### config.mk
export PLATFORM = sky130hd
export DESIGN_NAME = fetch_unit
export DESIGN_NICKNAME = d
export VERILOG_FILES = /design/src/rtl/fetch_pkg.sv /design/src/rtl/ret_stack.sv /design/src/rtl/fetch_unit.sv
export SDC_FILE = /design/constraint.sdc
export NUM_CORES = 1
export LEC_CHECK = 0
export ABC_CLOCK_PERIOD_IN_PS = 4500
export CAP_MARGIN = 15
export CORE_MARGIN = 2
export CORE_UTILIZATION = 45
export CTS_CLUSTER_DIAMETER = 60
export DETAILED_ROUTE_END_ITERATION = 10
export GPL_TIMING_DRIVEN = 0
export PLACE_DENSITY = 0.73
export SETUP_SLACK_MARGIN = 0.4
export SYNTH_ARGS = -nofsm -noshare
export SYNTH_HDL_FRONTEND = slang
export SYNTH_SLANG_ARGS = --single-unit
export TNS_END_PERCENT = 1
### constraint.sdc
create_clock -name clk -period 4.5 [get_ports clk]
set_input_delay 0.675 -clock clk [delete_from_list [all_inputs] [get_ports clk]]
set_output_delay 0.675 -clock clk [all_outputs]
set_load 0.02 [all_outputs]
### src/rtl/fetch_pkg.sv
// Shared definitions for the instruction-fetch block.
//   - state_t    : fetch FSM states
//   - OPC_*      : position of the opcode field in a default-width instruction
//   - *_DEF      : default widths/depths used as module parameter defaults
package fetch_pkg;

    localparam int AW_DEF          = 10;
    localparam int IW_DEF          = 16;
    localparam int STACK_DEPTH_DEF = 4;

    // Opcode occupies the top six bits of the instruction word.
    localparam int OPC_W  = 6;
    localparam int OPC_HI = IW_DEF - 1;
    localparam int OPC_LO = IW_DEF - OPC_W;

    typedef enum logic {
        FETCH = 1'b0,
        EXEC  = 1'b1
    } state_t;

endpackage

### src/rtl/ret_stack.sv
// Return-address LIFO for call/return.
// Ports:
//   clk, reset    : clock, asynchronous active-low reset (empties the stack)
//   push, pop     : push push_data / drop the top entry (ignored when full / empty)
//   push_data     : address to save
//   top           : most recently pushed entry (undefined content when empty)
//   full, empty   : occupancy flags
// Entries are not cleared on pop or reset; only the pointer moves.
module ret_stack #(
    parameter int AW    = 10,
    parameter int DEPTH = 4
) (
    input  logic          clk,
    input  logic          reset,
    input  logic          push,
    input  logic          pop,
    input  logic [AW-1:0] push_data,
    output logic [AW-1:0] top,
    output logic          full,
    output logic          empty
);

    localparam int PW = $clog2(DEPTH);

    logic [AW-1:0] mem [DEPTH];
    logic [PW:0]   sp_reg;
    logic [PW-1:0] top_idx;

    assign full    = (sp_reg == (PW+1)'(DEPTH));
    assign empty   = (sp_reg == '0);
    // Low pointer bits minus one wraps naturally: sp==DEPTH gives DEPTH-1.
    assign top_idx = sp_reg[PW-1:0] - 1'b1;
    assign top     = mem[top_idx];

    always_ff @(posedge clk or negedge reset) begin
        if (!reset) begin
            sp_reg <= '0;
        end else if (push && !full) begin
            sp_reg <= sp_reg + 1'b1;
        end else if (pop && !empty) begin
            sp_reg <= sp_reg - 1'b1;
        end
    end

    always_ff @(posedge clk) begin
        if (push && !full) begin
            mem[sp_reg[PW-1:0]] <= push_data;
        end
    end

endmodule

### src/rtl/fetch_unit.sv
// Instruction fetch and program counter.
// Ports:
//   clk, reset            : clock, asynchronous active-low reset
//   imem_req/imem_addr    : fetch request (held until ack) and address (= PC)
//   imem_ack/imem_rdata   : memory response, sampled at posedge while requesting
//   s_inc, s_call, s_ret  : next-PC selects from the control unit, used in EXEC only
//   Opcode, instr         : instruction register fields
//   exec                  : one-cycle execute strobe
//   stack_err             : sticky stack overflow/underflow/conflict flag
module fetch_unit
    import fetch_pkg::*;
#(
    parameter int AW          = AW_DEF,
    parameter int IW          = IW_DEF,
    parameter int STACK_DEPTH = STACK_DEPTH_DEF
) (
    input  logic          clk,
    input  logic          reset,
    output logic          imem_req,
    output logic [AW-1:0] imem_addr,
    input  logic          imem_ack,
    input  logic [IW-1:0] imem_rdata,
    input  logic          s_inc,
    input  logic          s_call,
    input  logic          s_ret,
    output logic [5:0]    Opcode,
    output logic [IW-1:0] instr,
    output logic          exec,
    output logic          stack_err
);

    state_t        state_reg, state_next;
    logic [AW-1:0] pc_reg, pc_next;
    logic [IW-1:0] ir_reg, ir_next;
    logic          req_reg, req_next;
    logic          exec_reg, exec_next;
    logic          err_reg, err_next;

    logic          push, pop;
    logic          stk_full, stk_empty;
    logic [AW-1:0] stk_top;
    logic [AW-1:0] pc_inc;
    logic [AW-1:0] target;

    assign pc_inc = pc_reg + 1'b1;      // wraps modulo 2^AW
    assign target = ir_reg[AW-1:0];

    ret_stack #(
        .AW    (AW),
        .DEPTH (STACK_DEPTH)
    ) u_ret_stack (
        .clk       (clk),
        .reset     (reset),
        .push      (push),
        .pop       (pop),
        .push_data (pc_inc),
        .top       (stk_top),
        .full      (stk_full),
        .empty     (stk_empty)
    );

    always_ff @(posedge clk or negedge reset) begin
        if (!reset) begin
            state_reg <= FETCH;
            pc_reg    <= '0;
            ir_reg    <= '0;
            req_reg   <= 1'b0;
            exec_reg  <= 1'b0;
            err_reg   <= 1'b0;
        end else begin
            state_reg <= state_next;
            pc_reg    <= pc_next;
            ir_reg    <= ir_next;
            req_reg   <= req_next;
            exec_reg  <= exec_next;
            err_reg   <= err_next;
        end
    end

    always_comb begin
        state_next = state_reg;
        pc_next    = pc_reg;
        ir_next    = ir_reg;
        req_next   = req_reg;
        exec_next  = exec_reg;
        err_next   = err_reg;
        push       = 1'b0;
        pop        = 1'b0;

        case (state_reg)
            FETCH: begin
                // An ack only counts against a request already on the bus;
                // right after reset req_reg is still low and the ack is dropped.
                if (req_reg && imem_ack) begin
                    ir_next    = imem_rdata;
                    req_next   = 1'b0;
                    exec_next  = 1'b1;
                    state_next = EXEC;
                end else begin
                    req_next = 1'b1;
                end
            end
            EXEC: begin
                // Request goes straight back up so the next fetch can be
                // acked in its first cycle (2 cycles per instruction).
                state_next = FETCH;
                exec_next  = 1'b0;
                req_next   = 1'b1;
                if (s_call && s_ret) begin
                    pc_next  = pc_inc;
                    err_next = 1'b1;
                end else if (s_call) begin
                    if (stk_full) err_next = 1'b1;
                    else          push     = 1'b1;
                    pc_next = target;
                end else if (s_ret) begin
                    if (stk_empty) begin
                        pc_next  = pc_inc;
                        err_next = 1'b1;
                    end else begin
                        pc_next = stk_top;
                        pop     = 1'b1;
                    end
                end else if (s_inc) begin
                    pc_next = pc_inc;
                end else begin
                    pc_next = target;
                end
            end
            default: state_next = FETCH;
        endcase
    end

    assign imem_req  = req_reg;
    assign imem_addr = pc_reg;
    assign instr     = ir_reg;
    assign Opcode    = ir_reg[IW-1 -: OPC_W];
    assign exec      = exec_reg;
    assign stack_err = err_reg;

endmodule

### Yosys cells after proc, flatten, opt, wreduce, memory -nomap -nowiden

Memory sizes are Yosys's and may differ from the RTL's.
Index checks and enable logic that the tools add are counted.

| word-level totals | value |
|---|---|
| word-level logic and storage cells | 57 |
| output and inout bits | 35 |
| memory bits (writable) | 40 |
| memories kept | 1 |
| register bits after elaboration | 33 |
| bits of input ports | 22 |

| operators by class | value |
|---|---|
| multiplexer cells | 29 |
| bitwise gates (word level) | 1 |
| equal/unequal tests | 3 |
| reduce and logical (&&, ||, !) cells | 12 |
| $add $sub $neg | 4 |

Memory list:

| name | words | width | rd ports | clocked after Yosys merged registers in | write ports | line | RTL |
|---|---|---|---|---|---|---|---|
| u_ret_stack.mem | 4 | 10 | 1 | 0 | 1 | ret_stack.sv:25 | `logic [AW-1:0] mem [DEPTH];` |

Operators by type and width:

| operator | number |
|---|---|
| two-way mux 10 bit | 5 |
| two-way mux 1 bit | 19 |
| adder 10 x 1 -> 10 bit, second input constant | 1 |
| two-way mux 3 bit | 2 |
| case mux 1 bit (2 select lines) | 3 |
| nonzero test 3 bit | 2 |
| logical AND 1 bit | 4 |
| AND reduction 4 bit | 1 |
| adder 3 x 1 -> 3 bit, second input constant | 1 |
| equality test 3 bit, second input constant | 1 |
| zero test 3 bit | 1 |
| inequality test 3 x 1 -> 1 bit, second input constant | 1 |
| subtractor 3 x 1 -> 3 bit, second input constant | 1 |
| zero test 1 bit | 2 |
| inequality test 2 bit, second input constant | 1 |
| AND reduction 2 bit | 1 |
| nonzero test 2 bit | 1 |
| subtractor 2 x 1 -> 2 bit, second input constant | 1 |
| inverter 1 bit | 1 |

### Longest topological paths before layout

Gate-level depths: netlist (run 1).

| logic depth | value |
|---|---|
| depth in word-level cells | 9 |
| depth in mapped cells | 9 |
| gate-level depth less buffers | 8 |

### Cells and area by module

Synthesis (run 1) repeated with hierarchy kept, for this count alone.

| second synthesis, totals | value |
|---|---|
| cells, all modules | 229 |
| area total of the unflattened synthesis | 3390.8 um^2 |

Modules (own cells, without submodules):

| module | area each (um^2) | cells each | times used | seq. area each (um^2) |
|---|---|---|---|---|
| ret_stack | 1745.4 | 82 | 1 | 1276.2 |
| fetch_unit | 1645.3 | 147 | 1 | 750.7 |

### Worst setup path before layout (run 1)

Ideal clock, no wire load.

| timing path | value |
|---|---|
| kind | reg-to-reg |
| from | reg u_ret_stack.sp_reg[0] |
| to | reg u_ret_stack.sp_reg[2] |
| cell stages (with the launch flop) | 10 |
| required time | 4.376 ns |
| clock period less this slack | 2.261 ns |
| path buffers | 1 |
| path slack | 2.239 ns |
| data arrival time | 2.137 ns |
| library setup time | 0.124 ns |
| cells stage by stage | dfrtp_1 -> buf_4 -> inv_1 -> ha_1 -> a211oi_1 -> xnor2_1 -> ha_1 -> nor2_1 -> o22ai_1 -> xnor2_1 |

| on the way | value |
|---|---|
| longest elaborated chain between the ends | 8 |
| elaborated cells between the ends (all ways) | 20 |
| those cells by class | add/sub (2); eq/ne (1); mux (11); reduce/logical (6) |

RTL lines:

| element | line | RTL |
|---|---|---|
| start, declared | ret_stack.sv:26 | `logic [PW:0] sp_reg;` |
| start signal, assigned | ret_stack.sv:39 | `sp_reg <= sp_reg + 1'b1;` |
| start signal, assigned | ret_stack.sv:41 | `sp_reg <= sp_reg - 1'b1;` |
| zero test 3 bit | ret_stack.sv:30 | `assign empty = (sp_reg == '0);` |
| two-way mux 1 bit | fetch_unit.sv:117 | `if (stk_empty) begin` |
| two-way mux 1 bit | fetch_unit.sv:116 | `end else if (s_ret) begin` |
| two-way mux 1 bit | fetch_unit.sv:112 | `end else if (s_call) begin` |
| two-way mux 1 bit | fetch_unit.sv:109 | `if (s_call && s_ret) begin` |
| two-way mux 1 bit | fetch_unit.sv:90 | `case (state_reg)` |
| logical AND 1 bit | ret_stack.sv:40 | `end else if (pop && !empty) begin` |
| nonzero test 2 bit (no source line) | - |  |

Parallel ways exist; a longest one is shown, timed or not. The select of a mux whose other input is x is not followed.
A chain may end at the register's enable or synchronous reset.

### Worst setup path after layout (run 1)

| timing path | value |
|---|---|
| from | reg u_ret_stack.sp_reg[0] |
| to | mem u_ret_stack.mem[1][5], enable pin |

| on the way | value |
|---|---|
| longest elaborated chain between the ends | 8 |
| elaborated cells between the ends (all ways) | 9 |
| those cells by class | eq/ne (1); mux (6); reduce/logical (2) |

RTL lines:

| element | line | RTL |
|---|---|---|
| equality test 3 bit | ret_stack.sv:29 | `assign full = (sp_reg == (PW+1)'(DEPTH));` |
| two-way mux 1 bit | fetch_unit.sv:113 | `if (stk_full) err_next = 1'b1;` |
| two-way mux 1 bit | fetch_unit.sv:112 |  |
| two-way mux 1 bit | fetch_unit.sv:109 |  |
| two-way mux 1 bit | fetch_unit.sv:90 |  |
| logical AND 1 bit | ret_stack.sv:46 | `if (push && !full) begin` |
| two-way mux 1 bit | ret_stack.sv:46 |  |
| two-way mux 1 bit (implied by the code) | ret_stack.sv:47 | `mem[sp_reg[PW-1:0]] <= push_data;` |
| end, declared | ret_stack.sv:25 |  |

Parallel ways exist; a longest one is shown, timed or not.

==> results of run 1 <==
## power by group through the flow
stage	combinational, mW	clock (mW)	sequential [mW]
4_1_cts	0.985	0.432	1.02
3_5_place_dp	0.979	0	1.03
3_3_place_gp	0.958	0	1.02
6_report	0.975	0.423	1.02
2_1_floorplan	0.538	0	1.09
5_1_grt	1.06	0.462	1.04
## Yosys cell counts, types with 6 or more instances
cell type	count	area [sq um]
nand2_1	57	214
edfxtp_1	40	1200
dfrtp_1	33	826
inv_1	11	41.3
nor2_1	10	37.5
nor3_1	10	50.1
mux4_2	9	203
o21ai_0	9	45.0
buf_4	7	52.6
buf_2	6	30.0
ha_1	6	75.1
o31ai_1	6	45.0
xnor2_1	6	52.6
## metal layers
layer,vias to the layer above,global-route usage [%]
met1,1174,25.5
met2,76,32.4
li1,1132,-
met5,-,0
met4,0,5.90
met3,5,5.09
## worst max-delay path by stage
stage                                      startpoint  slack (ps)                                 to  depth (start not counted)
finish              u_ret_stack.sp_reg[0]$_DFFE_PN0P_        1750    u_ret_stack.mem[1][5]$_DFFE_PP_                          5
global route        u_ret_stack.sp_reg[0]$_DFFE_PN0P_        1530    u_ret_stack.mem[1][5]$_DFFE_PP_                          5
CTS                 u_ret_stack.sp_reg[0]$_DFFE_PN0P_        1720    u_ret_stack.mem[1][5]$_DFFE_PP_                          5
detailed placement                              s_ret        1660    u_ret_stack.mem[1][0]$_DFFE_PP_                          3
global placement                                s_ret        1680    u_ret_stack.mem[0][0]$_DFFE_PP_                          3
floorplan           u_ret_stack.sp_reg[0]$_DFFE_PN0P_        2240  u_ret_stack.sp_reg[2]$_DFFE_PN0P_                          9
## cells by family (layout without fill, tap and decap cells)
family,after synthesis,count (layout),synth area share [%]
xor gates and xnor gates,7,7,1.82
DFF,73,73,60.1
adders and majority gates,6,6,2.23
and+or+nand+nor,104,104,14.5
AOI/OAI and AO/OA,46,46,9.91
buffers and inverters,28,99,4.34
muxes,11,11,7.12
## cell type report
type | count | share of cell area (%)
Sequential cell | 73 | 48.3
Multi-Input combinational cell | 174 | 28.6
Timing Repair Buffer | 55 | 13.0
Clock buffer | 12 | 3.22
Tap cell | 99 | 2.95
Buffer | 16 | 2.41
Inverter | 12 | 1.07
Clock inverter | 4 | 0.507
## through the flow
stage	utilization, %	worst slack [ps]	power, mW	cells	cell area [sq um]
after floorplan	-	2240	1.63	275	3370
after global placement	55.8	1680	1.98	429	4050
after detailed placement	55.7	1660	2.01	429	4040
after CTS	57.9	1720	2.43	445	4200
after global routing	57.9	1530	2.56	445	4200
final	57.9	1750	2.42	445	4200
## worst max-delay path, stage by stage (launching register included)
cell      delay (ps)
dfrtp_1          470
buf_4            280
inv_1            120
ha_1             260
a211oi_1         660
and2_1           590
==> impl_metrics.tcl, run 1 <==
set metrics [dict create \
    first_iter_violations 143 \
    postCtsSetupBuffers 0 \
    tightest_slew_ps 740 \
    postCtsHoldBufs 0 \
    rr_endpoint "u_ret_stack.mem[1][5]$_DFFE_PP_" \
    gp_congestion 0.835 \
    io_buffers 55 \
    run_status "finished, final reports clean" \
    insertion_delay_ps 340 \
    power_frac_clock_pct 17.5 \
    clock_sinks 73 \
    fin_nets 369 \
    power.density_mw_per_mm2 575 \
    cts_buffers 9 \
    dr.pass1.iters 4 \
    fin_crit_sh_pct 61.1 \
    hold_violations 0 \
    ir_drop_uv 298 \
    num_rows 31 \
    p_sw_uw 882 \
    cts.path.max_buffers 2 \
    syn2layout_area_growth_pct 24.5 \
    wl_per_cell_um 16.7 \
    cp_max_fo 10 \
    p_seq_share_pct 42.1 \
    cts_tree "done" \
    dp_hpwl_um 5360 \
    drc_errors 0 \
    switching_share_pct 36.5 \
    final_common_cell "nand2_1" \
    synth.cell_area_sq_mm 0.00337 \
    grt_antenna_before_repair 0 \
    async_flop_share_pct 45.2 \
    setup_viol 0 \
    seq_area_sq_mm 0.00203 \
    cp.required_ps 4470 \
    synthFlopType "edfxtp_1" \
    root_buffer "clkbuf_8" \
    drive_gt1_share_pct 13.0 \
    ys_types 48 \
    ant_nets 0 \
    rsz0062_at_grt "false" \
    layout_common_cells "nand2_1, clkdlybuf4s50_1, edfxtp_1" \
    avgSynthCellArea_sq_um 12.3 \
    m1WireLength_um 3240 \
    wl_met2_um 3710 \
    highest_layer "met4" \
    grt_pass1_vias 2454 \
    core-area_sq_mm 0.00725 \
    synth_edf_count 40 \
    internal_power_mw 1.53 \
    largest_reg_flops 40 \
    wirelength_um 7440 \
    r2r-start "u_ret_stack.sp_reg[0]$_DFFE_PN0P_" \
    setup.worst_path.start_class "register" \
    reg2regPathDepth 5 \
    syn-instance-count 275 \
    maxCapViolCount 0 \
    yosysWarnings 0 \
    fillers 636 \
    die_w_um 90.6 \
    worstPathArrival_ps 2720 \
    overflow 0 \
    maxSlewHeadroom_pct 50.4 \
    die_h_um 90.6 \
    htreeDepth 3 \
    grt_max_degree 34 \
    dr_total_vias 2387 \
    cts_resized 0 \
    share_comb_of_total_power_pct 40.4 \
    skew_ps 13.4 \
    multi_input_area_sq_mm 0.00120 \
    grtUsageTotal_pct 19.6 \
    worstSetupEndpointType "register" \
    route.met3.wl_um 426 \
    io_pins 57 \
    holdWs_ps 388 \
    fmax_mhz 364 \
    finalSetupTns_ps 0 \
    clk_pin_slew_worst_paths_ps 80 \
    r2r_slack_ps 1750 \
    via_per_inst 5.36 \
    post-route-min-period_ps 2750 \
    power.leakage_nw 1.65 \
    start_util_pct 46.5 \
    slew_violations 0 \
    syn_nets 303 \
    synth_seq_cells 73 \
    yosysSeqAreaShare_pct 60.1 \
    min_path_type "in -> async" \
    worstSetupPathType "reg -> reg" \
    grt_pass1_wl_um 12400 \
    diodes 0 \
    dieArea_sq_mm 0.00820 \
]
No activity file was read; power rests on OpenSTA's default activity.
==> inputs of run 2 (changes only) <==
--- a/config.mk
+++ b/config.mk
@@ -5,7 +5,7 @@
 export SDC_FILE = /design/constraint.sdc
 export NUM_CORES = 1
 export LEC_CHECK = 0
-export ABC_CLOCK_PERIOD_IN_PS = 4500
+export ABC_CLOCK_PERIOD_IN_PS = 2600
 export CAP_MARGIN = 15
 export CORE_MARGIN = 2
 export CORE_UTILIZATION = 45
==> constraint.sdc (replaced) <==
create_clock -name clk -period 2.6 [get_ports clk]
set_input_delay 0.39 -clock clk [delete_from_list [all_inputs] [get_ports clk]]
set_output_delay 0.39 -clock clk [all_outputs]
set_load 0.02 [all_outputs]
==> impl_metrics.tcl, run 2 (same netlist as run 1, synthesis figures left out) <==
set metrics [dict create \
    run_status "finished, final reports clean" \
    cp_slowest_cell "dfrtp_2" \
    power_frac_clock_pct 20.0 \
    fmax_mhz 453 \
    insertion_delay_ps 340 \
    power.leakage_nw 1.68 \
    ir_drop_uv 648 \
    fillers 605 \
    clk_pin_slew_worst_paths_ps 80 \
    internal_power_mw 2.80 \
    postCtsSetupBuffers 0 \
    root_buffer "clkbuf_8" \
    grt_pass1_vias 2391 \
    setup.worst_path.start_class "register" \
    core-area_sq_mm 0.00725 \
    wirelength_um 7470 \
    multi_input_area_sq_mm 0.00122 \
    io_buffers 55 \
    reg2regPathDepth 8 \
    dpl-instance-area_sq_mm 0.00405 \
    worstPathArrival_ps 2430 \
    post-route-util_pct 58.9 \
    dr.pass1.iters 4 \
    worst_path_dominant_cell_family "compound AO/OA/AOI/OAI gates" \
    largest_reg_flops 40 \
    maxCapViolCount 0 \
    die_h_um 90.6 \
    cp_cell_sequence "buf_6, inv_1, ha_1, buf_4, mux4_2, a31o_2, a41oi_1, o22ai_1" \
    skew_ps 8.94 \
    crit_path_max_incr_delay_ps 430 \
    dieArea_sq_mm 0.00820 \
    fin_crit_sh_pct 84.9 \
    syn2layout_area_growth_pct 26.7 \
    p_total_mw 4.36 \
    drc_errors 0 \
    layout_common_cells "nand2_1, clkdlybuf4s50_1, edfxtp_1" \
    min_path_type "in -> async" \
    fin_cells 445 \
    p_sw_mw 1.55 \
    grt_use_met3_pct 4.67 \
    fin_nets 369 \
    top_usage_layer "met2" \
    first_iter_violations 191 \
    r2r-start "u_ret_stack.sp_reg[0]$_DFFE_PN0P_" \
    drive_gt1_share_pct 16.2 \
    ant_nets 0 \
    gp_congestion 0.887 \
    switching_share_pct 35.6 \
    place_ws_ps 70.6 \
    setup_viol 0 \
    grtUsageTotal_pct 19.3 \
    power.density_mw_per_mm2 1020 \
    num_rows 31 \
    dr_total_vias 2373 \
    hold_violations 0 \
    seq_area_sq_mm 0.00203 \
    start_util_pct 46.5 \
    worstSetupPathType "reg -> reg" \
    maxSlewHeadroom_pct 50.3 \
    final_common_cell "nand2_1" \
    cp_max_fo 10 \
    worst-path-buf-inv 3 \
    slew_violations 0 \
    cts.path.max_buffers 2 \
    worstSetupEndpointType "register" \
    post-route-min-period_ps 2210 \
    grt_max_degree 34 \
    cp.required_ps 2820 \
    clock_sinks 73 \
    cts_tree "done" \
    cts_buffers 9 \
    overflow 0 \
    grt_pass1_wl_um 12300 \
    r2r_slack_ps 390 \
    dp_hpwl_um 5350 \
    holdWs_ps 105 \
    rsz0062_at_grt "true" \
    rr_endpoint "imem_addr[8]$_DFFE_PN0P_" \
    htreeDepth 3 \
    gr-usage-met1_pct 25.9 \
    diodes 0 \
    via_per_inst 5.33 \
    grt_use_met2_pct 32.0 \
    fin_area_sq_mm 0.00427 \
    grt_antenna_before_repair 0 \
    tightest_slew_ps 745 \
    setup_ws_ps 394 \
    io_pins 57 \
    place_inst 429 \
    die_w_um 90.6 \
    wl_per_cell_um 16.8 \
    p_seq_share_pct 40.5 \
    finalSetupTns_ps 0 \
    share_comb_of_total_power_pct 39.5 \
]
## run 2: changes by cell type in the layout (fill, tap and decap cells not counted), sizes merged
cell      previous run  this run
clkinv               4         3
bufinv               0         1
clkbuf              14        13
clkinvlp             1         2
## run 2: what timing repair did
action,in CTS,in global routing
gates resized for setup,8,2
hold buffers,0,0
pin swaps,0,1
endpoints found under the setup margin,51,53
hold endpoints to repair,0,0
## run 2: layer usage
metal | share of wire, % | vias up | routed length, um
met1 | 43 | 1155 | 3220
met4 | 0.68 | 0 | 51
li1 | - | 1128 | -
met5 | 0 | - | 0
met2 | 50 | 81 | 3770
met3 | 5.8 | 9 | 430
## run 2: how the worst max path moves through the flow
| stage | endpoint | cells after the start | start |
|---|---|---|---|
| detailed placement | u_ret_stack.mem[0][0]$_DFFE_PP_ | 5 | u_ret_stack.sp_reg[0]$_DFFE_PN0P_ |
| global placement | u_ret_stack.mem[1][3]$_DFFE_PP_ | 5 | u_ret_stack.sp_reg[0]$_DFFE_PN0P_ |
| CTS | imem_addr[4]$_DFFE_PN0P_ | 7 | u_ret_stack.sp_reg[0]$_DFFE_PN0P_ |
| floorplan | imem_addr[8]$_DFFE_PN0P_ | 8 | u_ret_stack.sp_reg[0]$_DFFE_PN0P_ |
| finish | imem_addr[8]$_DFFE_PN0P_ | 8 | u_ret_stack.sp_reg[0]$_DFFE_PN0P_ |
| global route | u_ret_stack.sp_reg[2]$_DFFE_PN0P_ | 9 | u_ret_stack.sp_reg[0]$_DFFE_PN0P_ |
## run 2: layout make-up
cell class | instances | area share [%]
Tap cell | 99 | 2.90
Inverter | 12 | 1.05
Clock inverter | 5 | 1.29
Timing Repair Buffer | 55 | 12.8
Clock buffer | 11 | 3.31
Buffer | 16 | 2.52
Multi-Input combinational cell | 174 | 28.7
Sequential cell | 73 | 47.5
## run 2: power groups by stage
stage / Combinational (mW) / Clock (mW) / Sequential (mW)
4_1_cts: 1.73 / 0.895 / 1.76
3_3_place_gp: 1.66 / 0 / 1.77
6_report: 1.72 / 0.872 / 1.77
5_1_grt: 1.86 / 0.946 / 1.80
3_5_place_dp: 1.70 / 0 / 1.78
2_1_floorplan: 0.933 / 0 / 1.89
